$ cat src/rtl/fp32_accumulator.sv
// fp32_accumulator: sums framed FP32 terms with an iterative align/add/normalize FSM.
// Define FP_ACC_NAN_EN to track NaN/Inf per frame instead of treating exp=255 as ordinary.
module fp32_accumulator #(
  parameter int COUNT_W = 16
) (
  input  logic               clk,
  input  logic               rst,
  input  logic               in_valid,
  output logic               in_ready,
  input  logic [31:0]        in_data,
  input  logic               in_last,
  output logic               out_valid,
  output logic [31:0]        out_data,
  output logic [COUNT_W-1:0] out_count
);
  localparam logic [2:0] S_IDLE  = 3'd0;
  localparam logic [2:0] S_ALIGN = 3'd1;
  localparam logic [2:0] S_ADD   = 3'd2;
  localparam logic [2:0] S_NORM  = 3'd3;
  localparam logic [2:0] S_FIN   = 3'd4;

  logic [2:0]         state_q, state_d;
  logic [31:0]        acc_q, acc_d, term_q, term_d;
  logic [COUNT_W-1:0] count_q, count_d, out_count_q, out_count_d;
  logic               last_q, last_d, sign_q, sign_d, sub_q, sub_d;
  logic [9:0]         exp_q, exp_d;
  logic [23:0]        big_q, big_d, small_q, small_d;
  logic [24:0]        mant_q, mant_d;
  logic               out_valid_q, out_valid_d;
  logic [31:0]        out_data_q, out_data_d;
`ifdef FP_ACC_NAN_EN
  logic               nan_q, nan_d, inf_q, inf_d, inf_sign_q, inf_sign_d;
`endif

  logic [7:0]  a_exp, t_exp, b_exp, s_exp, diff;
  logic [23:0] a_man, t_man, b_man, s_man;
  logic        t_big, b_sign;
  logic [24:0] sum;
  logic [9:0]  fin_exp;
  logic [22:0] fin_man;

  function automatic logic [31:0] pack(input logic s, input logic [9:0] e, input logic [22:0] m);
    if (e >= 10'd255) return {s, 8'hFF, 23'd0};
    return {s, e[7:0], m};
  endfunction

  // Operand decode and the combinational halves of ALIGN/ADD/NORM.
  always_comb begin
    a_exp = acc_q[30:23];
    a_man = (a_exp == 8'd0) ? 24'd0 : {1'b1, acc_q[22:0]};
    t_exp = term_q[30:23];
    t_man = (t_exp == 8'd0) ? 24'd0 : {1'b1, term_q[22:0]};
`ifdef FP_ACC_NAN_EN
    if (t_exp == 8'hFF) begin
      t_exp = 8'd0;
      t_man = 24'd0;
    end
`endif
    t_big   = (t_exp > a_exp) || ((t_exp == a_exp) && (t_man > a_man));
    b_exp   = t_big ? t_exp : a_exp;
    s_exp   = t_big ? a_exp : t_exp;
    b_man   = t_big ? t_man : a_man;
    s_man   = t_big ? a_man : t_man;
    b_sign  = t_big ? term_q[31] : acc_q[31];
    diff    = b_exp - s_exp;
    sum     = sub_q ? ({1'b0, big_q} - {1'b0, small_q}) : ({1'b0, big_q} + {1'b0, small_q});
    fin_exp = mant_q[24] ? (exp_q + 10'd1) : exp_q;
    fin_man = mant_q[24] ? mant_q[23:1] : mant_q[22:0];
  end

  always_comb begin
    state_d     = state_q;
    acc_d       = acc_q;
    term_d      = term_q;
    count_d     = count_q;
    last_d      = last_q;
    sign_d      = sign_q;
    sub_d       = sub_q;
    exp_d       = exp_q;
    big_d       = big_q;
    small_d     = small_q;
    mant_d      = mant_q;
    out_valid_d = 1'b0;
    out_data_d  = out_data_q;
    out_count_d = out_count_q;
`ifdef FP_ACC_NAN_EN
    nan_d      = nan_q;
    inf_d      = inf_q;
    inf_sign_d = inf_sign_q;
`endif
    case (state_q)
      S_IDLE: begin
        if (in_valid) begin
          term_d  = in_data;
          last_d  = in_last;
          count_d = count_q + 1'b1;
          state_d = S_ALIGN;
`ifdef FP_ACC_NAN_EN
          if (in_data[30:23] == 8'hFF) begin
            if ((in_data[22:0] != 23'd0) || (inf_q && (inf_sign_q != in_data[31]))) nan_d = 1'b1;
            else begin
              inf_d      = 1'b1;
              inf_sign_d = in_data[31];
            end
          end
`endif
        end
      end
      S_ALIGN: begin
        exp_d   = {2'b00, b_exp};
        big_d   = b_man;
        small_d = ((diff >= 8'd25) || (s_man == 24'd0)) ? 24'd0 : (s_man >> diff);
        sign_d  = b_sign;
        sub_d   = acc_q[31] ^ term_q[31];
        state_d = S_ADD;
      end
      S_ADD: begin
        mant_d = sum;
        if (sum == 25'd0) begin
          acc_d   = 32'd0;
          state_d = S_FIN;
        end else begin
          state_d = S_NORM;
        end
      end
      S_NORM: begin
        // One left shift per cycle; underflow to exp 0 flushes the result.
        if (!mant_q[24] && !mant_q[23]) begin
          mant_d = {mant_q[23:0], 1'b0};
          exp_d  = exp_q - 10'd1;
          if (exp_q == 10'd1) begin
            acc_d   = 32'd0;
            state_d = S_FIN;
          end
        end else begin
          acc_d   = pack(sign_q, fin_exp, fin_man);
          state_d = S_FIN;
`ifdef FP_ACC_NAN_EN
          if (fin_exp >= 10'd255) begin
            if (inf_q && (inf_sign_q != sign_q)) nan_d = 1'b1;
            else begin
              inf_d      = 1'b1;
              inf_sign_d = sign_q;
            end
          end
`endif
        end
      end
      S_FIN: begin
        state_d = S_IDLE;
        if (last_q) begin
          acc_d   = 32'd0;
          count_d = '0;
`ifdef FP_ACC_NAN_EN
          nan_d      = 1'b0;
          inf_d      = 1'b0;
          inf_sign_d = 1'b0;
`endif
        end
      end
      default: state_d = S_IDLE;
    endcase

    // Result registers load on entry to FIN so the pulse lines up with the FIN cycle.
    if ((state_d == S_FIN) && (state_q != S_FIN) && last_q) begin
      out_valid_d = 1'b1;
      out_count_d = count_q;
`ifdef FP_ACC_NAN_EN
      if (nan_d)      out_data_d = 32'h7FC0_0000;
      else if (inf_d) out_data_d = {inf_sign_d, 8'hFF, 23'd0};
      else            out_data_d = acc_d;
`else
      out_data_d = acc_d;
`endif
    end
  end

  always_ff @(posedge clk) begin
    if (!rst) begin
      state_q     <= S_IDLE;
      acc_q       <= 32'd0;
      count_q     <= '0;
      last_q      <= 1'b0;
      out_valid_q <= 1'b0;
      out_data_q  <= 32'd0;
      out_count_q <= '0;
`ifdef FP_ACC_NAN_EN
      nan_q      <= 1'b0;
      inf_q      <= 1'b0;
      inf_sign_q <= 1'b0;
`endif
    end else begin
      state_q     <= state_d;
      acc_q       <= acc_d;
      count_q     <= count_d;
      last_q      <= last_d;
      out_valid_q <= out_valid_d;
      out_data_q  <= out_data_d;
      out_count_q <= out_count_d;
`ifdef FP_ACC_NAN_EN
      nan_q      <= nan_d;
      inf_q      <= inf_d;
      inf_sign_q <= inf_sign_d;
`endif
    end
  end

  always_ff @(posedge clk) begin
    term_q  <= term_d;
    sign_q  <= sign_d;
    sub_q   <= sub_d;
    exp_q   <= exp_d;
    big_q   <= big_d;
    small_q <= small_d;
    mant_q  <= mant_d;
  end

  assign in_ready  = rst && (state_q == S_IDLE);
  assign out_valid = rst && out_valid_q;
  assign out_data  = out_data_q;
  assign out_count = out_count_q;
endmodule

$ cat config.mk
export PLATFORM = sky130hd
export DESIGN_NAME = fp32_accumulator
export DESIGN_NICKNAME = d
export VERILOG_FILES = /design/src/rtl/fp32_accumulator.sv
export SDC_FILE = /design/constraint.sdc
export NUM_CORES = 1
export LEC_CHECK = 0
export BUFFER_PORTS_ARGS = -buffer_cell sky130_fd_sc_hd__buf_4
export CORE_ASPECT_RATIO = 2
export CORE_MARGIN = 1.5
export CORE_UTILIZATION = 40
export CTS_CLUSTER_DIAMETER = 120
export DETAILED_ROUTE_END_ITERATION = 7
export HOLD_SLACK_MARGIN = 0.06
export PLACE_DENSITY_LB_ADDON = 0.05
export SYNTH_ARGS = -nofsm -noshare
export SYNTH_HDL_FRONTEND = slang
export SYNTH_SLANG_ARGS = --single-unit
$ cat constraint.sdc
create_clock -name clk -period 7 [get_ports clk]
set_input_delay 0.35 -clock clk [delete_from_list [all_inputs] [get_ports clk]]
set_output_delay 0.35 -clock clk [all_outputs]
set_load 0.01 [all_outputs]
Yosys cells after proc, flatten, opt, wreduce, memory -nomap -nowiden:

Index checks and enable logic that the tools add are counted.

* register bits after elaboration: 218
* input bits: 36
* output and inout bits: 50
* logic and storage cells: 92

* add/sub/neg operators: 6
* $lt $le $gt $ge: 4
* equality and inequality tests: 11
* shift operators: 1
* muxes and demuxes: 33
* bitwise gates (word level): 1
* reductions and logical operators: 22

Operator list (number)
* $mux W32: 6
* $mux W24: 4
* $pmux W32 S3: 1
* $mux W25: 2
* $pmux W25 S2: 1
* $mux W16: 2
* $pmux W16 S2: 1
* $add A24 B24 Y25: 1
* $logic_not A25 Y1: 1
* $sub A24 B24 Y25: 1
* $gt A24 B24 Y1: 1
* $logic_not A24 Y1: 1
* $shr A24 B8 Y24: 1
* $mux W23: 1
* $mux W10: 2
* $pmux W10 S2: 1
* $add A16 B1 Y16 const B: 1
* $logic_not A8 Y1: 2
* $mux W8: 2
* $mux W3: 4
* $pmux W3 S4: 1
* $add A10 B1 Y10 const B: 1
* $eq A10 B1 Y1 const B: 1
* $ge A10 B8 Y1 const B: 1
* other kinds (19): 38

Logic depth before layout (Yosys ltp):

Gate-level depths: netlist (run 1).

* word-level depth: 9
* depth in mapped cells: 24

Least setup slack after synthesis (run 1):

OpenSTA, ideal clock, no wires.

* path type: flip-flop to flip-flop
* start point: register term_q[24]
* end point: register small_q[1], data pin
* setup time: 0.285 ns
* arrival: 5.647 ns
* slack: 1.068 ns
* cell stages (with the launch flop): 24
* buffers on the path: 7
* cells stage by stage: edfxtp_1 nor4_1 nand2_1 clkbuf_1 nand2_1 inv_1 ha_1 nand4_1 nor4_1 o311ai_0 and3_4 a21oi_2 buf_4 buf_1 clkbuf_1 mux2i_1 ha_1 clkbuf_1 inv_1 clkbuf_1 clkbuf_1 mux2_2 a211oi_1 a211oi_1

* word-level cells in the longest chain between the ends: 9
* elaborated cells on any way between the ends: 15
* those cells by class: 1 x add/sub; 3 x order compare; 1 x eq/ne; 1 x shift; 4 x mux; 5 x reduce/logical

Ends and longest elaborated chain
* start: declaration: RTL line 23 `logic [31:0] acc_q, acc_d, term_q, term_d;`
* start signal: assignment: RTL line 209 `term_q <= term_d;`
* $logic_not A8 Y1: RTL line 52 `t_man = (t_exp == 8'd0) ? 24'd0 : {1'b1, term_q[22:0]};`
* $mux W24: RTL line 52
* $gt A24 B24 Y1: RTL line 59 `t_big = (t_exp > a_exp) || ((t_exp == a_exp) && (t_man > a_man));`
* $logic_and A1 B1 Y1: RTL line 59
* $logic_or A1 B1 Y1: RTL line 59
* $mux W8 (on tied branches): RTL line 60, 61
* $sub A8 B8 Y8: RTL line 65 `diff = b_exp - s_exp;`
* $ge A8 B5 Y1: RTL line 112 `small_d = ((diff >= 8'd25) || (s_man == 24'd0)) ? 24'd0 : (s_man >> diff);`
* $logic_or A1 B1 Y1: RTL line 112
* end signal: assignment: RTL line 214 `small_q <= small_d;`
* end: declaration: RTL line 27 `logic [23:0] big_q, big_d, small_q, small_d;`

Several ways; a longest one is shown, not always the timed one.
A chain may end at the register's enable or synchronous reset.

Worst setup path in the final report (run 1):

* start point: register term_q[28]
* end point: register small_q[0], data pin

The elaborated chain is that of the path after synthesis.

==> impl_metrics.py, run 1 <==
metrics = {
    "status": {
        "status": "finished clean",
    },
    "cells_and_area": {
        "finish.utilization_pct": 46.8,
        "fillers": 3412,
        "drive_above_1_share_pct": 14.8,
        "design_area_mm2": 0.0160,
        "syn2layout_area_growth_pct": 15.9,
        "final_net_count": 1694,
        "num_antenna_cells": 0,
    },
    "setup_path": {
        "crit_arrival_ps": 6360,
        "endpoint_kind": "register",
        "cp.required_ps": 7350,
        "critical_path_peak_fanout": 42,
        "worstSetupPathType": "register to register",
        "timing.critical_path.from_type": "register",
    },
    "clocking": {
        "htree_num_levels": 1,
        "worstSkewPairLatency_ps": 530,
        "cts_tree": "done",
        "cts_max_path_buffers": 3,
        "path_clk_slew_ps": 60,
        "cts-resized-gates": 0,
        "cts_buffers": 23,
        "root_buffer": "clkbuf_16",
        "clock-sinks": 218,
    },
    "placed_design": {
        "gp_congestion": 0.968,
        "place_ws_ps": 1080,
        "placed_cell_area_mm2": 0.0149,
        "io_buffers": 85,
        "hpwlAfterDp_mm": 33.5,
    },
    "logic_synthesis": {
        "synth_edf_count": 117,
        "ys_types": 87,
        "synth.cell_area_mm2": 0.0138,
        "avgSynthCellArea_um2": 9.21,
        "synthCells": 1496,
        "synth_nets": 1595,
        "synth-seq-area-share_pct": 40.2,
        "synth_warnings": 0,
        "synth_seq_cells": 218,
        "async_reset_ff_share_pct": 0,
        "synthFlopType": "edfxtp_1",
    },
    "timing": {
        "finalCritPeriodShare_pct": 85.8,
        "max_freq_mhz": 166,
        "final.setup_skew_ps": 13.2,
        "slew_viol_final": 0,
        "setup_tns_ps": 0,
        "worst_hold_slack_ps": 174,
        "slew_headroom_pct": 28.1,
        "finalSetupViolCount": 0,
        "period_needed_ps": 6010,
        "rsz0062_at_grt": "false",
        "fin_ws_ps": 992,
        "hold_viol_final": 0,
        "worst_slew_pin_slew_ps": 1070,
    },
    "global_routing": {
        "grtUsageMet2_pct": 45.8,
        "grtUsageMet1_pct": 24.8,
        "grt_overflow": 0,
        "grt-busiest-layer": "met2",
        "grt_pass1_wl_mm": 65.1,
        "grt_pass1_vias": 11477,
        "grt.total_usage_pct": 23.8,
        "grt.met3_usage_pct": 2.04,
        "antenna_found_initial": 0,
        "grt_start_max_net_pins": 51,
    },
    "die": {
        "die_y_um": 265,
        "start_util_pct": 40.4,
        "fp-row-count": 96,
        "die_x_um": 134,
        "core-area_mm2": 0.0341,
        "die_area_mm2": 0.0356,
        "io_pins": 86,
    },
    "drt": {
        "drt-pass1-iter-count": 5,
        "wirelength_mm": 42.0,
        "dr.first_iter.drc_count": 557,
        "ant_nets": 0,
        "wl_per_cell_um": 20.5,
        "num_vias": 11236,
        "drc": 0,
        "vias_per_cell": 5.48,
    },
    "pwr": {
        "p_leak_nw": 6.12,
        "ir_drop_uv": 197,
        "pwr_density_cell_mw_per_mm2": 264,
    },
    "flow_run": {
        "drv_cap": 0,
    },
    "min_path": {
        "hold_path_class": "input pin to register",
    },
}
## layout by cell type (no fill, tap or decap), types with 37 or more instances in the layout
| cell | synthesis | routed |
|---|---|---|
| nor2_1 | 98 | 97 |
| edfxtp_1 | 117 | 117 |
| ha_1 | 62 | 62 |
| a21oi_1 | 86 | 85 |
| xnor2_1 | 46 | 46 |
| dfxtp_1 | 101 | 101 |
| mux2_2 | 37 | 37 |
| inv_1 | 57 | 57 |
| nor3_1 | 39 | 39 |
| buf_4 | 7 | 120 |
| mux2i_1 | 106 | 106 |
| nand2_1 | 283 | 283 |
| o21ai_0 | 69 | 69 |
## logic make-up (layout without fill, tap and decap cells)
logic type | count (synthesis) | count (layout) | share of synthesized area [%]
AND/OR/NAND/NOR | 552 | 552 | 18.0
AO/OA/AOI/OAI | 301 | 301 | 14.3
flip-flops | 218 | 218 | 40.2
multiplexers | 154 | 154 | 12.5
buffers and inverters | 137 | 252 | 4.53
XOR/XNOR | 71 | 71 | 4.62
adder cells (fa/ha/maj) | 63 | 63 | 5.78
## per-layer routing
layer  share of wire, %  routed length, um  vias to the layer above
li1                   -                  -                     5582
met1                 36              15200                     5300
met2                 55              23100                      257
met3                3.0               1280                       97
met4                5.9               2490                        0
met5                  0                  0                        -
## metrics by stage
stage | power (W) | cells
after global placement | 0.00298 | 1979
after detailed placement | 0.00298 | 1979
after floorplan | 0.00253 | 1496
after CTS | 0.00426 | 2052
after global routing | 0.00444 | 2052
final | 0.00422 | 2052
## layout make-up
type / instances / area (um^2) / share of cell area [%]
Timing Repair Buffer: 154 / 1260 / 7.90
Inverter: 57 / 214 / 1.34
Clock inverter: 13 / 129 / 0.807
Multi-Input combinational cell: 1141 / 7650 / 47.9
Tap cell: 441 / 552 / 3.46
Sequential cell: 218 / 5540 / 34.7
Clock buffer: 28 / 626 / 3.92
## what timing repair did
item / in CTS / in global routing
hold endpoints to repair: 32 / 0
setup buffers: 0 / 0
hold buffers: 32 / 0
## Yosys cell counts, types with 4 or more instances
| library cell | number | area (um^2) |
|---|---|---|
| nor3_1 | 39 | 195 |
| a22o_1 | 24 | 210 |
| dfxtp_1 | 101 | 2020 |
| o22ai_1 | 6 | 37.5 |
| a31oi_1 | 13 | 81.3 |
| o21bai_1 | 5 | 37.5 |
| nand2_1 | 283 | 1060 |
| a21o_1 | 15 | 113 |
| xnor2_1 | 46 | 403 |
| clkbuf_1 | 45 | 169 |
| a211oi_1 | 16 | 120 |
| o21ai_0 | 69 | 345 |
| nor4_1 | 15 | 93.8 |
| buf_4 | 7 | 52.6 |
| mux2i_1 | 106 | 1060 |
| mux2_2 | 37 | 417 |
| buf_6 | 4 | 45.0 |
| a21oi_1 | 86 | 430 |
| edfxtp_1 | 117 | 3510 |
| inv_1 | 57 | 214 |
| mux4_2 | 11 | 248 |
| o211ai_1 | 4 | 30.0 |
| and2_1 | 8 | 50.1 |
| and3_1 | 14 | 87.6 |
| ha_1 | 62 | 776 |
| nor2_1 | 98 | 368 |
| a31o_2 | 4 | 35.0 |
| nand3_1 | 20 | 100 |
| nand4_1 | 19 | 119 |
| xor2_1 | 23 | 201 |
| a211o_1 | 4 | 35.0 |
| nor2b_1 | 13 | 81.3 |
| nand2b_1 | 13 | 81.3 |
| buf_2 | 13 | 65.1 |
| a22oi_1 | 5 | 37.5 |
| a41oi_1 | 4 | 35.0 |
| o21ai_1 | 4 | 20.0 |
| or2_2 | 4 | 25.0 |
| buf_1 | 7 | 26.3 |
| or3_1 | 7 | 43.8 |
| o21a_1 | 7 | 52.6 |
## path summary, 6_finish.rpt
kind	slack [ps]	cells after the start	endpoint	start
setup reg to reg	990	19	small_q[0]	term_q[28]
setup / recovery	990	19	small_q[0]	term_q[28]
hold reg to reg	460	2	out_data[5]	out_data[5]
hold / removal	170	3	last_q	in_last
## power breakdown
part / switching, W / internal [W]
Combinational: 0.000872 / 0.000545
Clock: 0.000537 / 0.000714
Sequential: 0.0000789 / 0.00148
## flip-flops by register name (all words and copies together) (netlist names)
signal,count
sub_q,1
state_q,3
big_q,24
out_count,16
last_q,1
out_data,32
mant_q,25
out_valid_q,1
acc_q,32
term_q,32
exp_q,10
sign_q,1
count_q,16
small_q,24
## critical path: stages, from the launching register on
cell	delay [ps]
edfxtp_1	460
nor4_1	450
nand2_1	90
buf_4	240
nand2_1	150
inv_1	80
ha_1	320
nand4_1	300
nor4_1	430
o311ai_0	250
and3_4	260
a21oi_4	150
buf_4	410
buf_4	380
mux2i_1	270
mux2i_1	250
mux2_2	360
mux2i_1	540
a211oi_1	160
a211oi_1	210
No activity file was read; power rests on OpenSTA's default activity.
==> run 2: changes to the inputs <==
REMOVE_ABC_BUFFERS = 1   (was unset)
==> run 2 against run 1 <==
  * Flip-flop and latch count unchanged
  * Maximum frequency up 0.87%
  * Sequential share of layout area decreased by 0.068 points
  * Critical path depth is 1 higher
  * Final cell count down 0.29%
  * Critical endpoint is now small_q[2]
  * Largest cell class unchanged
  * Largest power group unchanged
==> impl_metrics.py, run 2 (synthesized netlist as in run 1, its figures left out) <==
metrics = {
    "status": {
        "status": "finished clean",
    },
    "drt": {
        "wirelength_mm": 40.4,
        "num_vias": 11249,
        "drt-pass1-iter-count": 7,
        "wl_per_cell_um": 19.8,
        "ant_nets": 0,
        "drc": 0,
        "dr.first_iter.drc_count": 442,
        "vias_per_cell": 5.50,
    },
    "cells_and_area": {
        "final_net_count": 1688,
        "final_cell_mix": "nand2_1, edfxtp_1, buf_4",
        "mostFrequentLayoutCell": "nand2_1",
        "num_antenna_cells": 0,
        "finish.utilization_pct": 46.9,
        "layoutNonFillerInstCount": 2046,
        "syn2layout_area_growth_pct": 16.1,
        "fillers": 3342,
        "drive_above_1_share_pct": 14.5,
    },
    "setup_path": {
        "regToRegSetupSlack_ps": 1040,
        "slowest_stage": "nor4_1",
        "path_common_cell": "buf_4",
        "path_cells": "nor4_1 > nand2_1 > buf_4 > nand2_1 > inv_1 > ha_1 > nand4_1 > nor3_1 > a22o_1 > a2111oi_2 > buf_4 > a21o_1 > buf_4 > buf_4 > mux2i_1 > mux2i_1 > mux4_2 > nor3_1 > a31oi_1 > a21oi_1",
        "cp.required_ps": 7370,
        "endpoint_kind": "register",
        "path_buf_inv": 5,
        "critical_path_peak_fanout": 25,
        "path_delay_family": "simple AND/OR/NAND/NOR gates",
        "crit_arrival_ps": 6320,
        "timing.critical_path.from_type": "register",
        "cpPeakStageDelay_ps": 620,
        "worstSetupPathType": "register to register",
    },
    "timing": {
        "worst_slew_pin_slew_ps": 1140,
        "final.setup_skew_ps": 14.7,
        "max_freq_mhz": 168,
        "slew_viol_final": 0,
        "period_needed_ps": 5960,
        "fin_ws_ps": 1040,
        "finalCritPeriodShare_pct": 85.1,
        "setup_tns_ps": 0,
        "finalSetupViolCount": 0,
        "hold_viol_final": 0,
        "slew_headroom_pct": 23.8,
        "rsz0062_at_grt": "false",
    },
    "placed_design": {
        "numPlacedInstances": 1972,
        "gp_congestion": 0.880,
        "hpwlAfterDp_mm": 31.6,
        "place_ws_ps": 1020,
        "io_buffers": 85,
    },
    "die": {
        "io_pins": 86,
        "die_area_mm2": 0.0356,
        "fp-row-count": 96,
        "die_x_um": 134,
        "start_util_pct": 40.4,
        "die_y_um": 265,
        "core-area_mm2": 0.0341,
    },
    "global_routing": {
        "grt-busiest-layer": "met2",
        "grt_pass1_wl_mm": 62.7,
        "antenna_found_initial": 0,
        "grt.total_usage_pct": 22.6,
        "grt_pass1_vias": 11411,
        "grt.met3_usage_pct": 2.08,
        "grtUsageMet1_pct": 23.5,
        "grtUsageMet2_pct": 44.3,
        "grt_overflow": 0,
        "grt_start_max_net_pins": 78,
    },
    "clocking": {
        "cts_setup_buffers": 0,
        "clock-sinks": 218,
        "cts_buffers": 24,
        "cts_max_path_buffers": 3,
        "worstSkewPairLatency_ps": 530,
        "htree_num_levels": 1,
        "path_clk_slew_ps": 70,
        "cts_tree": "done",
        "cts-resized-gates": 0,
        "root_buffer": "clkbuf_16",
        "cts-hold-fix-buffers": 32,
    },
    "pwr": {
        "p_leak_nw": 6.12,
        "ir_drop_uv": 189,
        "pwr_density_cell_mw_per_mm2": 263,
    },
    "min_path": {
        "hold_path_class": "input pin to register",
    },
    "flow_run": {
        "drv_cap": 0,
    },
}
-- run 2: cell types whose count changed in the layout (fill, tap and decap cells not counted), sizes merged --
cell / previous run / this run
buf: 122 / 115
inv: 59 / 58
clkinv: 9 / 4
clkbuf: 28 / 37
bufinv: 2 / 0
-- run 2: power breakdown --
part,internal [W],switching (W)
sequential,0.00148,0.0000700
combinational,0.000544,0.000849
clock,0.000742,0.000525
total,0.00276,0.00144
-- run 2: final timing paths --
path / from / endpoint / depth (start not counted)
worst min register to register: out_count[14] / out_count[14] / 2
worst max-delay path: term_q[24] / small_q[2] / 20
worst max register to register: term_q[24] / small_q[2] / 20
worst min-delay path: in_last / last_q / 3
-- run 2: per-stage QoR --
stage	hold slack, ps	cell area, um^2	total power [W]
final	156	16000	0.00421
after global routing	147	16000	0.00441
after CTS	134	16000	0.00424
after detailed placement	451	14900	0.00294
after global placement	442	14900	0.00294
after floorplan	440	13400	0.00250
-- run 2: metal layers --
metal / vias to the layer above / part of all wire [%]
li1: 5563 / -
met1: 5317 / 37
met2: 277 / 55
met3: 92 / 3.0
met4: 0 / 4.4
met5: - / 0
-- run 2: cell type report --
type                       instances  area [um^2]  share of cell area, %
clock buffer                      37          754                   4.72
clock inverter                     5         33.8                  0.211
inverter                          57          214                   1.34
multi-input combinational       1141         7650                   47.8
sequential                       218         5540                   34.6
tap                              441          552                   3.45
timing repair buffer             147         1260                   7.87
-- run 2: worst min-delay path, cell delays in order --
cell and delay [ps]:
buf_4 80, mux2_2 120, and2_1 110
